File: src/rtl/verinject_mem1_fault_tracker.sv
// Latent single-bit fault tracker for one instrumented memory: holds an injected upset in a
// target word, corrupts reads of that word, and reports when a write overwrites the cell.
module verinject_mem1_fault_tracker #(
    parameter int          LEFT       = 0,
    parameter int          RIGHT      = 0,
    parameter int          ADDR_LEFT  = 0,
    parameter int          ADDR_RIGHT = 0,
    parameter int          MEM_LEFT   = 0,
    parameter int          MEM_RIGHT  = 0,
    parameter int unsigned P_START    = 0,
    parameter int unsigned CNT_WIDTH  = 16
) (
    input  logic                          clock,
    input  logic                          reset,
    input  logic [31:0]                   verinject__injector_state,
    input  logic                          inject_strobe,
    input  logic [ADDR_LEFT:ADDR_RIGHT]   read_address,
    input  logic [LEFT:RIGHT]             unmodified,
    output logic [LEFT:RIGHT]             modified,
    input  logic                          do_write,
    input  logic [ADDR_LEFT:ADDR_RIGHT]   write_address,
    output logic                          fault_active,
    output logic                          fault_observed,
    output logic                          fault_overwritten,
    output logic [CNT_WIDTH-1:0]          observed_count
);

    localparam int unsigned WordLen   = (LEFT > RIGHT) ? LEFT - RIGHT + 1 : RIGHT - LEFT + 1;
    localparam int unsigned MemLen    = (MEM_LEFT > MEM_RIGHT) ? MEM_LEFT - MEM_RIGHT + 1
                                                               : MEM_RIGHT - MEM_LEFT + 1;
    localparam int unsigned AddrLen   = (ADDR_LEFT > ADDR_RIGHT) ? ADDR_LEFT - ADDR_RIGHT + 1
                                                                 : ADDR_RIGHT - ADDR_LEFT + 1;
    localparam int unsigned TotalBits = MemLen * WordLen;

    localparam logic [WordLen-1:0]   WordOne = WordLen'(1);
    localparam logic [CNT_WIDTH-1:0] CntOne  = CNT_WIDTH'(1);

    typedef enum logic [1:0] {StIdle, StLatent, StObserved, StOverwritten} state_e;

    state_e               state_q, state_d;
    logic [31:0]          word_idx_q, word_idx_d;
    logic [31:0]          bit_idx_q, bit_idx_d;
    logic                 observed_q, observed_d;
    logic [CNT_WIDTH-1:0] count_q, count_d;

    logic [31:0]        offset;
    logic               in_range;
    logic               armed;
    logic               rd_hit;
    logic               wr_hit;
    logic [AddrLen-1:0] rd_addr;
    logic [AddrLen-1:0] wr_addr;
    logic [WordLen-1:0] raw_word;
    logic [WordLen-1:0] mod_word;

    // Vector ranges are normalised to [N-1:0] so address and bit weights are purely numeric.
    assign rd_addr  = read_address;
    assign wr_addr  = write_address;
    assign raw_word = unmodified;

    // Offset form avoids overflow of P_START + TotalBits.
    assign offset   = verinject__injector_state - P_START;
    assign in_range = (verinject__injector_state >= P_START) && (offset < TotalBits);

    assign armed  = (state_q == StLatent) || (state_q == StObserved);
    assign rd_hit = armed && (32'(rd_addr) == word_idx_q);
    assign wr_hit = armed && do_write && (32'(wr_addr) == word_idx_q);

    always_comb begin
        state_d    = state_q;
        word_idx_d = word_idx_q;
        bit_idx_d  = bit_idx_q;
        observed_d = observed_q;
        count_d    = count_q;
        if (inject_strobe) begin
            observed_d = 1'b0;
            count_d    = '0;
            if (in_range) begin
                state_d    = StLatent;
                word_idx_d = offset / WordLen;
                bit_idx_d  = offset % WordLen;
            end else begin
                state_d = StIdle;
            end
        end else begin
            unique case (state_q)
                StLatent, StObserved: begin
                    // A same-cycle read is seen before the write lands, so it still counts.
                    if (rd_hit) begin
                        state_d    = StObserved;
                        observed_d = 1'b1;
                        if (count_q != '1) begin
                            count_d = count_q + CntOne;
                        end
                    end
                    if (wr_hit) begin
                        state_d = StOverwritten;
                    end
                end
                StOverwritten: state_d = StIdle;
                default: ;
            endcase
        end
    end

    always_ff @(posedge clock or posedge reset) begin
        if (reset) begin
            state_q    <= StIdle;
            word_idx_q <= '0;
            bit_idx_q  <= '0;
            observed_q <= 1'b0;
            count_q    <= '0;
        end else begin
            state_q    <= state_d;
            word_idx_q <= word_idx_d;
            bit_idx_q  <= bit_idx_d;
            observed_q <= observed_d;
            count_q    <= count_d;
        end
    end

    assign mod_word          = raw_word ^ (rd_hit ? (WordOne << bit_idx_q) : '0);
    assign modified          = mod_word;
    assign fault_active      = armed;
    assign fault_observed    = observed_q;
    assign fault_overwritten = (state_q == StOverwritten);
    assign observed_count    = count_q;

endmodule

File: config.mk
export PLATFORM = sky130hd
export DESIGN_NAME = verinject_mem1_fault_tracker
export DESIGN_NICKNAME = d
export VERILOG_FILES = /design/src/rtl/verinject_mem1_fault_tracker.sv
export SDC_FILE = /design/constraint.sdc
export NUM_CORES = 1
export LEC_CHECK = 0
export CAP_MARGIN = 10
export CELL_PAD_IN_SITES_DETAIL_PLACEMENT = 1
export CELL_PAD_IN_SITES_GLOBAL_PLACEMENT = 1
export CORE_MARGIN = 2
export CORE_UTILIZATION = 39
export CTS_BUF_LIST = sky130_fd_sc_hd__clkbuf_2 sky130_fd_sc_hd__clkbuf_4 sky130_fd_sc_hd__clkbuf_8
export DETAILED_ROUTE_END_ITERATION = 12
export HOLD_SLACK_MARGIN = 0.06
export PLACE_DENSITY_LB_ADDON = 0.1
export SLEW_MARGIN = 5
export SYNTH_ARGS = -nofsm -noshare
export SYNTH_HDL_FRONTEND = slang
export SYNTH_SLANG_ARGS = --single-unit
File: constraint.sdc
create_clock -name clock -period 2.97 [get_ports clock]
set_input_delay 0.891 -clock clock [delete_from_list [all_inputs] [get_ports clock]]
set_output_delay 0.891 -clock clock [all_outputs]
set_load 0.03 [all_outputs]
==> results of run 1 <==
[cell families (layout without fill, tap and decap cells)]
kind of cell               count (synthesis)  count (layout)  share of synthesized area
AOI/OAI and AO/OA                         24              24                     0.0611
xor gates and xnor gates                   3               3                     0.0112
adders and majority gates                  2               2                     0.0106
buffers and inverters                     14              85                     0.0303
DFF                                       51              51                      0.542
muxes                                      7               7                     0.0330
and+or+nand+nor                          113             113                      0.312
[where the power goes]
group | internal, mW | switching (mW)
registers | 0.698 | 0.00628
logic | 0.0670 | 0.0479
clock network | 0.183 | 0.221
[metrics by stage]
| step | setup TNS, ns | utilization | std cells | total power, mW | area [um2] |
|---|---|---|---|---|---|
| 2_1_floorplan | 0 | - | 214 | 0.758 | 2390 |
| 3_3_place_gp | -0.567 | 0.522 | 343 | 0.832 | 3070 |
| 3_5_place_dp | -1.15 | 0.522 | 343 | 0.835 | 3070 |
| 4_1_cts | -0.00386 | 0.554 | 360 | 1.24 | 3260 |
| 5_1_grt | -0.182 | 0.555 | 360 | 1.27 | 3260 |
| 6_report | -0.0213 | 0.555 | 360 | 1.22 | 3260 |
[final cells by class]
type / instances / area [um2]
clock buffer: 6 / 82.6
clock inverter: 1 / 5.00
fill: 625 / 2620
inverter: 3 / 11.3
multi-input combinational: 149 / 1060
sequential: 51 / 1280
tap: 75 / 93.8
timing repair buffer: 75 / 733
[flip-flops by register name, indices dropped and copies added (netlist names)]
name / flops
word_idx_q: 32
observed_count: 16
state_q: 2
fault_observed: 1
[repair_timing]
item,CTS,global route
resized for setup,5,1
setup endpoints to repair,1,3
hold buffers,0,0
buffers inserted,10,0
pin swaps,4,2
[cells in the mapped netlist (all sizes together) (2+ instances only)]
| master | n | area (um2) |
|---|---|---|
| nand2 | 6 | 22.5 |
| nand4 | 7 | 43.8 |
| dfrtp | 51 | 1280 |
| nand3b | 3 | 22.5 |
| nor4 | 17 | 146 |
| nor4b | 3 | 32.5 |
| clkbuf | 6 | 22.5 |
| ha | 2 | 25.0 |
| nand3 | 5 | 25.0 |
| nor2 | 6 | 22.5 |
| or3 | 7 | 43.8 |
| or4 | 7 | 52.6 |
| nor3 | 7 | 35.0 |
| a21oi | 10 | 50.1 |
| inv | 3 | 11.3 |
| xnor2 | 2 | 17.5 |
| o21ai | 5 | 25.0 |
| o31ai | 5 | 37.5 |
| mux2 | 6 | 67.6 |
| nor2b | 41 | 257 |
| buf | 5 | 37.5 |
[path summary, 6_finish.rpt]
check	to	slack, ns	cells past startpoint
worst max-delay path	modified	-0.02	6
worst min-delay path	word_idx_q[16]	0.51	1
worst max register to register	state_q[0]	0.10	14
worst min register to register	word_idx_q[16]	0.51	1
max in group asynchronous	word_idx_q[26]	1.51	3
min in group asynchronous	word_idx_q[22]	0.94	2
[critical path, delay by kind of cell, from the launching register on]
kind	cells	cell delay [ns]
fa+ha+maj	1	0.28
flops	1	0.41
xor+xnor	1	0.15
simple gates	3	0.82
buf+inv	1	0.14
[metal layers]
| layer | global-route usage | up-vias |
|---|---|---|
| met5 | 0 | - |
| met4 | 0.0450 | 0 |
| met3 | 0.0429 | 7 |
| met2 | 0.323 | 30 |
| met1 | 0.254 | 942 |
| li1 | - | 912 |
==> PnR_summary.wiki, run 1 <==
{| class="wikitable"
! Metric !! Value
|-
| Worst setup EP type || primary output
|-
| Maximum number of pins on one net before global-route repair || 34
|-
| Outcome || finished with violations
|-
| Met1 Wirelength || 2690 um
|-
| Most frequently used flop master after synthesis || sky130_fd_sc_hd__dfrtp_1
|-
| Synth warn || 0
|-
| NumNets Final || 326
|-
| DP HPWL || 4080 um
|-
| Master of the slowest instance on the critical path || sky130_fd_sc_hd__or3_4
|-
| Top Layer Used || met4
|-
| Async set or reset register ratio after synthesis || 1.00
|-
| Leading cell type in the layout, fill and taps excluded || sky130_fd_sc_hd__clkdlybuf4s50_1
|-
| Portion of the clock cycle consumed by the worst path in the final layout || 1.01
|-
| Worst hold slack after final layout || 0.509 ns
|-
| Max Freq || 334 MHz
|-
| Synthesized netlist cell count || 214
|-
| DRC violation total after the first TritonRoute iteration || 55
|-
| Reg-to-reg critical path startpoint || state_q[1]
|-
| Final Hold Vio Count || 0
|-
| Worst slew margin || 0.666
|-
| Clock Skew || 0.00926 ns
|-
| Drt first pass iters || 4
|-
| Maximum fanout encountered on the critical timing path || 2
|-
| Post-synthesis instance area || 2350 um2
|-
| Cells along the critical path || ha_4 > nor4b_4 > nand4_1 > or3_4 > xnor2_4 > buf_6
|-
| CP peak stage delay || 0.47 ns
|-
| Full die area || 6670 um2
|-
| Minimum setup slack in the final design || -0.0213 ns
|-
| Unique masters post-synth || 36
|-
| Number of nets still failing antenna checks after routing || 0
|-
| Standby leakage power || 1.42 nW
|-
| Power density cells || 375 nW/um2
|-
| Row cnt || 28
|-
| Number of inserted diodes || 0
|-
| Max-cap violations || 0
|-
| Initial standard-cell utilization of the core || 0.400
|-
| Count of flip-flops with a built-in enable after synthesis || 0
|-
| Wire length of the first global-routing pass || 9760 um
|-
| Total Wirelength || 5770 um
|-
| Average routed wire per standard cell || 16.0 um
|-
| Category of the critical setup timing path || reg -> out
|-
| Least-Margin Pin Slew || 0.500 ns
|-
| CP arrival || 2.10 ns
|-
| Post-Synthesis Net Count || 255
|-
| Data required, critical path || 2.08 ns
|-
| Number of levels in the clock H-tree || 2
|-
| Critical path origin || state_q[1]
|-
| Clk root buf || sky130_fd_sc_hd__clkbuf_8
|-
| Violations in the final reports || negative setup slack
|-
| Length of routed met3 wiring || 158 um
|-
| Hold path start || word_idx_q[16]
|-
| Routed length on met2 || 2850 um
|-
| CTS Buf Count || 5
|-
| RSZ-0062 raised after global routing || true
|-
| Routability cong. || 0.700
|-
| Final routed DRC violation total || 0
|-
| Avg Inst Size Synth || 11.0 um2
|-
| Overflow left after global routing || 0
|-
| Count of port buffers added during placement || 58
|-
| Global routing usage summed across all routing layers || 0.192
|-
| Pre-CTS setup slack || -0.282 ns
|-
| Die outline width || 81.7 um
|-
| Highest-count cells in the layout ignoring fill and taps || sky130_fd_sc_hd__clkdlybuf4s50_1 (56), sky130_fd_sc_hd__dfrtp_1 (51), sky130_fd_sc_hd__nor2b_1 (41)
|-
| Layout Area Growth over Synthesis || 38.7%
|-
| Final critical path time including I/O delays and setup || 2.99 ns
|-
| Insertion delay of the later-clocked pin in the worst-skew pair || 0.30 ns
|-
| Flops & latches, synth || 51
|-
| Total I/O pin count || 59
|-
| Clock sink total || 51
|-
| Mean number of vias per cell || 5.25
|-
| Clock-pin slew on the worst setup and hold paths || 0.08 ns
|-
| Vias || 1891
|-
| Area of the core || 5890 um2
|-
| Number of max-slew violations in the final report || 0
|-
| Number of setup violations in the final report || 1
|-
| Sequential-to-total area share from yosys stat || 0.542
|-
| IR drop worst, VDD || 212 uV
|-
| CP startpoint kind || flop
|-
| Number of antenna violations at the first check in global routing || 0
|-
| Layout cells sized above 1 || 0.130
|-
| Die outline height || 81.7 um
|-
| Via count of the first global-routing pass || 1965
|-
| Path category of the worst min-delay check || reg -> reg
|-
| Number of buffers on the longest clock path || 2
|-
| Clock tree from TritonCTS || yes
|}
No activity file was read; power rests on OpenSTA's default activity.
==> inputs of run 2 (changes only) <==
--- a/config.mk
+++ b/config.mk
@@ -9,7 +9,7 @@
 export CELL_PAD_IN_SITES_DETAIL_PLACEMENT = 1
 export CELL_PAD_IN_SITES_GLOBAL_PLACEMENT = 1
 export CORE_MARGIN = 2
-export CORE_UTILIZATION = 39
+export CORE_UTILIZATION = 42
 export CTS_BUF_LIST = sky130_fd_sc_hd__clkbuf_2 sky130_fd_sc_hd__clkbuf_4 sky130_fd_sc_hd__clkbuf_8
 export DETAILED_ROUTE_END_ITERATION = 12
 export HOLD_SLACK_MARGIN = 0.06
==> constraint.sdc (replaced) <==
create_clock -name clock -period 3.66 [get_ports clock]
set_input_delay 1.098 -clock clock [delete_from_list [all_inputs] [get_ports clock]]
set_output_delay 1.098 -clock clock [all_outputs]
set_load 0.03 [all_outputs]
==> run 2 against run 1 <==
Net effect: the flow now finishes without violations; worst hold slack improved by 0.0043 ns; sequential cell count stayed put; cell count decreased by 3.1%; power fell by 18%; clock skew fell by 0.0011 ns; non-clock buffer count down 9; global-route usage about the same; sequential share of layout area grew 1.8 points; clock-buffer cell count did not move; clock power fell by 17%; via count is 0.74% lower; sequential power decreased by 19%; largest cell class unchanged; highest routed layer unchanged.
==> PnR_summary.wiki, run 2 (synthesis gave the netlist of run 1 again) <==
{| class="wikitable"
! Metric !! Value
|-
| Outcome || completed
|-
| Wire length of the first global-routing pass || 9400 um
|-
| Path category of the worst min-delay check || reg -> reg
|-
| Least-Margin Pin Slew || 0.538 ns
|-
| Max-cap violations || 0
|-
| Count of port buffers added during placement || 58
|-
| Clk root buf || sky130_fd_sc_hd__clkbuf_8
|-
| Highest-count cells in the layout ignoring fill and taps || sky130_fd_sc_hd__clkdlybuf4s50_1 (57), sky130_fd_sc_hd__dfrtp_1 (51), sky130_fd_sc_hd__nor2b_1 (41)
|-
| Area used by sequential logic in the layout || 1280 um2
|-
| Total Wirelength || 5530 um
|-
| Via count of the first global-routing pass || 1860
|-
| Initial standard-cell utilization of the core || 0.430
|-
| Number of resized instances in the post-cts repair step || 0
|-
| DRC violation total after the first TritonRoute iteration || 88
|-
| Clock-pin slew on the worst setup and hold paths || 0.09 ns
|-
| Worst hold slack after final layout || 0.513 ns
|-
| Global routing usage summed across all routing layers || 0.192
|-
| Average routed wire per standard cell || 15.8 um
|-
| Net switching fraction of the power || 0.234
|-
| Overall power after layout || 999 uW
|-
| Worst setup EP type || primary output
|-
| Pre-CTS setup slack || 0.0847 ns
|-
| Mean number of vias per cell || 5.38
|-
| Register with the highest flop count || word_idx_q
|-
| Data required, critical path || 2.56 ns
|-
| Max Freq || 281 MHz
|-
| Power density cells || 320 nW/um2
|-
| Minimum setup slack in the final design || 0.0975 ns
|-
| Clock Skew || 0.00815 ns
|-
| Worst hold path depth || 1
|-
| CP arrival || 2.46 ns
|-
| Number of antenna violations at the first check in global routing || 0
|-
| End of the worst hold path || word_idx_q[20]
|-
| Combinational share of power || 0.091
|-
| NumNets Final || 317
|-
| DP HPWL || 4070 um
|-
| RSZ-0062 raised after global routing || false
|-
| Number of inserted diodes || 0
|-
| Row cnt || 27
|-
| Maximum fanout encountered on the critical timing path || 2
|-
| Layout Area Growth over Synthesis || 32.6%
|-
| Standby leakage power || 1.37 nW
|-
| Area of the core || 5470 um2
|-
| Area occupied by multi-input gates || 1010 um2
|-
| Layout cells sized above 1 || 0.0903
|-
| Clock sink total || 51
|-
| Number of setup buffers added after CTS || 0
|-
| CP startpoint kind || input port
|-
| Number of nets still failing antenna checks after routing || 0
|-
| Full die area || 6220 um2
|-
| Vias || 1877
|-
| Share of power burned in registers || 0.573
|-
| Maximum number of pins on one net before global-route repair || 34
|-
| Number of max-slew violations in the final report || 0
|-
| Final total negative setup slack || 0 ns
|-
| Category of the critical setup timing path || in -> out
|-
| Drt first pass iters || 4
|-
| Reg-to-reg slack, setup || 0.94 ns
|-
| Filler cells || 614
|-
| Total I/O pin count || 59
|-
| Hold path start || word_idx_q[20]
|-
| Die outline height || 78.9 um
|-
| Routability cong. || 0.738
|-
| IR drop worst, VDD || 246 uV
|-
| Reported net switching power || 234 uW
|-
| Length in cells of the worst reg-to-reg path || 7
|-
| Overflow left after global routing || 0
|-
| Number of levels in the clock H-tree || 2
|-
| Final Hold Vio Count || 0
|-
| Max reg flops || 32
|-
| Portion of the clock cycle consumed by the worst path in the final layout || 0.973
|-
| Reg-to-reg critical path startpoint || state_q[1]
|-
| CTS Buf Count || 5
|-
| Clock network power share || 0.336
|-
| Internal power contribution || 765 uW
|-
| Leading cell type in the layout, fill and taps excluded || sky130_fd_sc_hd__clkdlybuf4s50_1
|-
| Insertion delay of the later-clocked pin in the worst-skew pair || 0.31 ns
|-
| Final critical path time including I/O delays and setup || 3.56 ns
|-
| Final routed DRC violation total || 0
|-
| Clock tree from TritonCTS || yes
|-
| Number of buffers inserted by hold repair at cts || 0
|-
| Worst slew margin || 0.641
|-
| Final core occ || 0.570
|-
| Number of setup violations in the final report || 0
|-
| Die outline width || 78.9 um
|-
| Terminus of the critical flop-to-flop path || observed_count[7]
|-
| Number of buffers on the longest clock path || 2
|}
==> run 2: worst max-delay path by stage <==
stage / end / cells after the start / startpoint
after floorplan: modified / 8 / state_q[1]
after global placement: modified / 5 / read_address
after detailed placement: modified / 5 / read_address
after CTS: modified / 5 / read_address
after global routing: modified / 5 / read_address
final: modified / 5 / read_address
==> run 2: per-stage QoR <==
step | cells | area (um2)
2_1_floorplan | 214 | 2360
3_5_place_dp | 341 | 3030
5_1_grt | 349 | 3120
6_report | 349 | 3120
3_3_place_gp | 341 | 3030
4_1_cts | 349 | 3120
==> run 2: cell type report <==
class / count / share of cell area
clock buffer: 6 / 0.0244
clock inverter: 2 / 0.00521
inverter: 3 / 0.00361
multi-input combinational: 149 / 0.325
sequential: 51 / 0.409
tap: 72 / 0.0289
timing repair buffer: 66 / 0.204
==> run 2: metal layers <==
metal / part of all wire / track usage
met1: 0.47 / 0.270
met2: 0.49 / 0.311
met3: 0.031 / 0.0386
met4: 0.0080 / 0.0414
met5: 0 / 0
==> run 2: critical path, cell delays in order <==
cell	delay (ns)
sky130_fd_sc_hd__clkdlybuf4s50_1	0.42
sky130_fd_sc_hd__xor2_1	0.16
sky130_fd_sc_hd__or3_1	0.47
sky130_fd_sc_hd__xnor2_2	0.16
sky130_fd_sc_hd__buf_4	0.16
==> run 2: power by group through the flow <==
| stage | Clock [mW] | Sequential [mW] | Combinational (mW) |
|---|---|---|---|
| floorplan | 0 | 0.589 | 0.0249 |
| global placement | 0 | 0.583 | 0.0907 |
| detailed placement | 0 | 0.583 | 0.0926 |
| CTS | 0.347 | 0.572 | 0.0930 |
| global route | 0.368 | 0.573 | 0.100 |
| finish | 0.336 | 0.572 | 0.0914 |
